$ cat config.mk
export PLATFORM = sky130hd
export DESIGN_NAME = alu_chain_seq
export DESIGN_NICKNAME = d
export VERILOG_FILES = /design/src/rtl/alu_chain_seq.sv
export SDC_FILE = /design/constraint.sdc
export NUM_CORES = 1
export LEC_CHECK = 0
export CAP_MARGIN = 20
export CORE_UTILIZATION = 48
export CTS_CLUSTER_DIAMETER = 120
export DETAILED_ROUTE_END_ITERATION = 10
export PLACE_DENSITY = 0.79
export SYNTH_ARGS = -nofsm -noshare
export SYNTH_HDL_FRONTEND = slang
export SYNTH_SLANG_ARGS = --single-unit
$ cat constraint.sdc
create_clock -name clk -period 2.2 [get_ports clk]
set_clock_uncertainty 0.1 [all_clocks]
set_input_delay 0.66 -clock clk [delete_from_list [all_inputs] [get_ports clk]]
set_output_delay 0.66 -clock clk [all_outputs]
set_load 0.03 [all_outputs]
$ cat src/rtl/alu_chain_seq.sv
// Multi-byte sequencer that drives an external byte-wide ALU once per cycle and
// assembles a 1..4 byte result, chaining carry/shift bits between bytes.
module alu_chain_seq (
  input  logic        clk,
  input  logic        rst_n,
  input  logic        start_valid,
  output logic        start_ready,
  input  logic [3:0]  op,
  input  logic        xy,
  input  logic [1:0]  len,
  input  logic [31:0] opa,
  input  logic [31:0] opb,
  input  logic        cin_init,
  output logic [7:0]  alu_a,
  output logic [7:0]  alu_b,
  output logic [3:0]  alu_op,
  output logic        alu_xy,
  output logic        alu_cin,
  input  logic [7:0]  alu_q,
  input  logic        alu_cout,
  output logic        res_valid,
  input  logic        res_ready,
  output logic [31:0] result,
  output logic        cout_final,
  output logic        zero
);

  typedef enum logic [1:0] {IDLE, RUN, DONE} state_t;

  state_t      state_q, state_d;
  logic [3:0]  op_q, op_d;
  logic        xy_q, xy_d;
  logic [1:0]  len_q, len_d;
  logic [31:0] opa_q, opa_d, opb_q, opb_d;
  logic        cin_init_q, cin_init_d;
  logic [31:0] result_q, result_d;
  logic        cout_final_q, cout_final_d;
  logic [2:0]  k_q, k_d;
  logic        drv_q, drv_d;
  logic [1:0]  drv_idx_q, drv_idx_d;
  logic        drv_last_q, drv_last_d;
  logic [7:0]  alu_a_q, alu_a_d, alu_b_q, alu_b_d;
  logic [3:0]  alu_op_q, alu_op_d;
  logic        alu_xy_q, alu_xy_d;
  logic        alu_cin_q, alu_cin_d;

  logic        shr;
  logic [1:0]  issue_idx;
  logic [3:0]  chain_op;

  // Shift-right walks from the top byte down so the shifted-out bit feeds the next lower byte.
  assign shr       = (op_q[3:2] == 2'b11);
  assign issue_idx = shr ? (len_q - k_q[1:0]) : k_q[1:0];

  always_comb begin
    chain_op = op_q;
    case (op_q[3:2])
      2'b01:   chain_op = {2'b01, op_q[1], 1'b1};
      2'b10,
      2'b11:   chain_op = {op_q[3:2], 2'b01};
      default: chain_op = op_q;
    endcase
  end

  // The ALU-facing outputs come from flops: a byte is issued on one edge and its
  // combinational answer is captured on the next, so RUN spends one extra staging cycle.
  always_comb begin
    state_d      = state_q;
    op_d         = op_q;
    xy_d         = xy_q;
    len_d        = len_q;
    opa_d        = opa_q;
    opb_d        = opb_q;
    cin_init_d   = cin_init_q;
    result_d     = result_q;
    cout_final_d = cout_final_q;
    k_d          = k_q;
    drv_d        = 1'b0;
    drv_idx_d    = drv_idx_q;
    drv_last_d   = 1'b0;
    alu_a_d      = 8'h00;
    alu_b_d      = 8'h00;
    alu_op_d     = 4'h0;
    alu_xy_d     = 1'b0;
    alu_cin_d    = 1'b0;

    case (state_q)
      IDLE: begin
        if (start_valid) begin
          state_d      = RUN;
          op_d         = op;
          xy_d         = xy;
          len_d        = len;
          opa_d        = opa;
          opb_d        = opb;
          cin_init_d   = cin_init;
          result_d     = 32'h0;
          cout_final_d = 1'b0;
          k_d          = 3'd0;
        end
      end
      RUN: begin
        if (drv_q) begin
          result_d[{drv_idx_q, 3'b000} +: 8] = alu_q;
          if (drv_last_q) begin
            cout_final_d = alu_cout;
            state_d      = DONE;
          end
        end
        if (k_q <= {1'b0, len_q}) begin
          drv_d      = 1'b1;
          drv_idx_d  = issue_idx;
          drv_last_d = (k_q[1:0] == len_q);
          alu_a_d    = opa_q[{issue_idx, 3'b000} +: 8];
          alu_b_d    = opb_q[{issue_idx, 3'b000} +: 8];
          alu_op_d   = (k_q == 3'd0) ? op_q : chain_op;
          alu_cin_d  = (k_q == 3'd0) ? cin_init_q : alu_cout;
          alu_xy_d   = xy_q;
          k_d        = k_q + 3'd1;
        end
      end
      DONE: begin
        if (res_ready) begin
          state_d = IDLE;
        end
      end
      default: state_d = IDLE;
    endcase
  end

  always_ff @(posedge clk) begin
    if (!rst_n) begin
      state_q      <= IDLE;
      op_q         <= 4'h0;
      xy_q         <= 1'b0;
      len_q        <= 2'd0;
      opa_q        <= 32'h0;
      opb_q        <= 32'h0;
      cin_init_q   <= 1'b0;
      result_q     <= 32'h0;
      cout_final_q <= 1'b0;
      k_q          <= 3'd0;
      drv_q        <= 1'b0;
      drv_idx_q    <= 2'd0;
      drv_last_q   <= 1'b0;
      alu_a_q      <= 8'h00;
      alu_b_q      <= 8'h00;
      alu_op_q     <= 4'h0;
      alu_xy_q     <= 1'b0;
      alu_cin_q    <= 1'b0;
    end else begin
      state_q      <= state_d;
      op_q         <= op_d;
      xy_q         <= xy_d;
      len_q        <= len_d;
      opa_q        <= opa_d;
      opb_q        <= opb_d;
      cin_init_q   <= cin_init_d;
      result_q     <= result_d;
      cout_final_q <= cout_final_d;
      k_q          <= k_d;
      drv_q        <= drv_d;
      drv_idx_q    <= drv_idx_d;
      drv_last_q   <= drv_last_d;
      alu_a_q      <= alu_a_d;
      alu_b_q      <= alu_b_d;
      alu_op_q     <= alu_op_d;
      alu_xy_q     <= alu_xy_d;
      alu_cin_q    <= alu_cin_d;
    end
  end

  assign start_ready = (state_q == IDLE);
  assign res_valid   = (state_q == DONE);
  assign result      = result_q;
  assign cout_final  = cout_final_q;
  assign zero        = (result_q == 32'h0);
  assign alu_a       = alu_a_q;
  assign alu_b       = alu_b_q;
  assign alu_op      = alu_op_q;
  assign alu_xy      = alu_xy_q;
  assign alu_cin     = alu_cin_q;

endmodule

==> results.cfg <==
[status]
status = finished with violations
violations = setup timing

[power_and_ir_drop]
clkPwrFrac_pct = 43.9
irDropWorstVdd_mv = 0.468
power.leakage_nw = 3.38
power_frac_seq_pct = 44.2
combinationalPowerShare_pct = 11.9
switching_share_pct = 24.5
internal_power_w = 0.00447
p_per_area_mw_per_mm2 = 768
switchingPower_w = 0.00145

[critical_path]
reg2reg_from = drv_idx_q[0]
max_stage_delay_ns = 0.33
crit_start = result[13]
worst_setup_path_end_kind = output pin
required_ns = 1.44
critPathArrivalTime_ns = 1.52
cp_slowest_cell = dfxtp_1
worstSetupStartpointType = flip-flop
path_cells = nor4_2, nand4_1, nor2_1, buf_4
path_class = reg2out
cp_max_fo = 3

[run]
cap_violations = 0

[route]
top_layer = met4
drtPass1Iterations = 5
viasPerCell = 5.38
wl_mm = 14.2
wl_met3_um = 761
first_iter_violations = 332
drc = 0
dr_wl_met2_mm = 7.35
vias = 4969
drt-wirelength-per-cell_um = 15.4
drt-met1-wl_mm = 5.84
ant_nets = 0

[grt]
grt_use_total_pct = 24.9
grt_pass1_wl_mm = 22.8
grt_overflow_total = 0
antenna_found_initial = 0
grt_max_degree = 70
grt_pass1_vias = 4834

[timing]
whs_ns = 0.344
rsz0062_at_grt = true
finalHoldViolCount = 0
setup_violations = 1
period_share_pct = 104
finalMaxSlewViolations = 0
fmax_mhz = 438
final.setup.tns_ns = -0.0832
finalCriticalPeriod_ns = 2.28
setup_slack_ns = -0.0832
worst_slew_pin_slew_ns = 0.544
max_slew_margin_pct = 63.6

[placed_design]
post-place-ws_ns = -0.0211
place.gp.congestion = 0.843
numPortBuffers = 142
placed_area_mm2 = 0.00712
dpl.hpwl_mm = 9.90

[finish]
design_area_mm2 = 0.00771
seqCellArea_mm2 = 0.00273
area_growth_pct = 39.7
n_antenna_cell = 0
nNetsFinal = 866
multi_input_area_mm2 = 0.00257
final_util_pct = 69.9
drive_above_1_share_pct = 10.7
fill_cells = 831

[synth]
synthTopCellsByCount = nand2_1 (156), dfxtp_1 (136), a21oi_1 (104), mux2i_1 (35), nand3_1 (24)
syn_area_mm2 = 0.00552
synth_nets = 726
synth_edf_count = 0
syn_inst = 631
synth.most_common_cell = nand2_1
yosys.cell_types.count = 44
postSynthAreaPerCell_um2 = 8.74
ys_seq_area_share_pct = 49.4
synthTopCellsByArea = dfxtp_1 (49%), nand2_1 (11%), a21oi_1 (9.4%), mux2i_1 (6.4%), ha_1 (2.3%)
ys.flop_type = dfxtp_1
synth_top_area_share_pct = 49.4
yosys_warnings = 0
async_flop_share_pct = 0
synth_top_area_cell = dfxtp_1
ys_ff_latch = 136

[clock_network]
clock_path_buffers = 2
clk_pin_slew_ns = 0.06
root_buffer = clkbuf_16
postCtsSetupBuffers = 0
worstSkewPairLatency_ns = 0.41
cts-buffers-inserted = 17
h-tree-depth = 4
clock-sinks = 136
cts_tree = done

[floorplanning]
num_rows = 38
core_area_mm2 = 0.0110
ioPinCount = 143
dieArea_mm2 = 0.0119
initial_core_util_pct = 50.0
die_x_um = 109
die_h_um = 109

[worst_hold_path]
hold_class = reg2reg
hold_path_startpoint = op_q[0]
## critical path: cells and delay by family (launching register included)
kind | cells | cell delay, ns
simple gates | 3 | 0.61
flops | 1 | 0.33
buf+inv | 1 | 0.17
## power by group through the flow
stage | Sequential (W) | Combinational (W) | Clock, W
floorplan | 0.00267 | 0.000382 | 0
global placement | 0.00266 | 0.000685 | 0
detailed placement | 0.00267 | 0.000703 | 0
CTS | 0.00262 | 0.000707 | 0.00263
global route | 0.00263 | 0.000770 | 0.00275
finish | 0.00262 | 0.000706 | 0.00260
## registers in the layout (all words and copies together), names as in the netlist, 3 cells and up
signal  flops
alu_op      4
alu_b       8
alu_a       8
result     32
k_q         3
opa_q      32
opb_q      32
op_q        4
## per-stage QoR
stage	power, W	cells
finish	0.00592	923
global route	0.00614	923
CTS	0.00596	923
detailed placement	0.00337	892
global placement	0.00335	892
floorplan	0.00306	631
## kinds of logic (layout without fill, tap and decap cells)
| logic type | Yosys count | count (layout) | synth area share (%) |
|---|---|---|---|
| buf+inv | 52 | 204 | 4.97 |
| mux | 36 | 36 | 6.76 |
| simple gates | 256 | 256 | 21.5 |
| fa+ha+maj | 10 | 10 | 2.27 |
| compound gates | 140 | 140 | 15.0 |
| flops | 136 | 136 | 49.4 |
| xor+xnor | 1 | 1 | 0.159 |
## cell type report
class / count / area share [%]
tap: 140 / 2.27
sequential: 136 / 35.4
clock inverter: 12 / 1.36
timing repair buffer: 163 / 21.3
clock buffer: 19 / 5.75
multi-input combinational: 443 / 33.4
inverter: 10 / 0.503
## what timing repair did
action | 4_1_cts | 5_1_grt
gates resized for setup | 41 | 15
hold buffers | 0 | 0
pin swaps | 4 | 0
endpoints found under the hold margin | 0 | 0
endpoints found under the setup margin | 37 | 11
## routing by layer
layer  GRT usage, %  vias up
li1               -     2436
met1           29.9     2348
met2           43.3      161
met3           4.60       24
met4           11.1        0
met5              0        -
## path summary, 6_finish.rpt
kind                endpoint  slack, ns  depth (start not counted)
hold / removal     alu_op[0]       0.34                          2
setup / recovery        zero      -0.08                          4
setup reg to reg  result[14]       0.16                          6
hold reg to reg    alu_op[0]       0.34                          2
## layout by cell type, fill, tap and decap left out, types with 2 or more instances in the layout
cell type        count
clkinvlp_4           2
nand3_1             24
nand2b_1            18
clkdlybuf4s50_1     95
clkinv_2             6
nor2b_1              3
a21oi_1            104
dlymetal6s2s_1      10
nand4_1             10
mux2i_1             35
o21ai_0              2
buf_4               16
nand2_1            156
nor4_2               3
clkinv_4             4
inv_1                9
dfxtp_2              4
nor4b_1              2
dlygate4sd2_1       35
nor4_4               3
o22ai_2              9
and3_1               4
nor4_1               3
o21a_1               2
buf_12               7
nor2_1              18
clkbuf_16           17
o22ai_1              7
ha_1                10
a21o_1               2
dfxtp_1            132
a22oi_1              8
or2_2                2
Power figures use the tool's default switching activity.
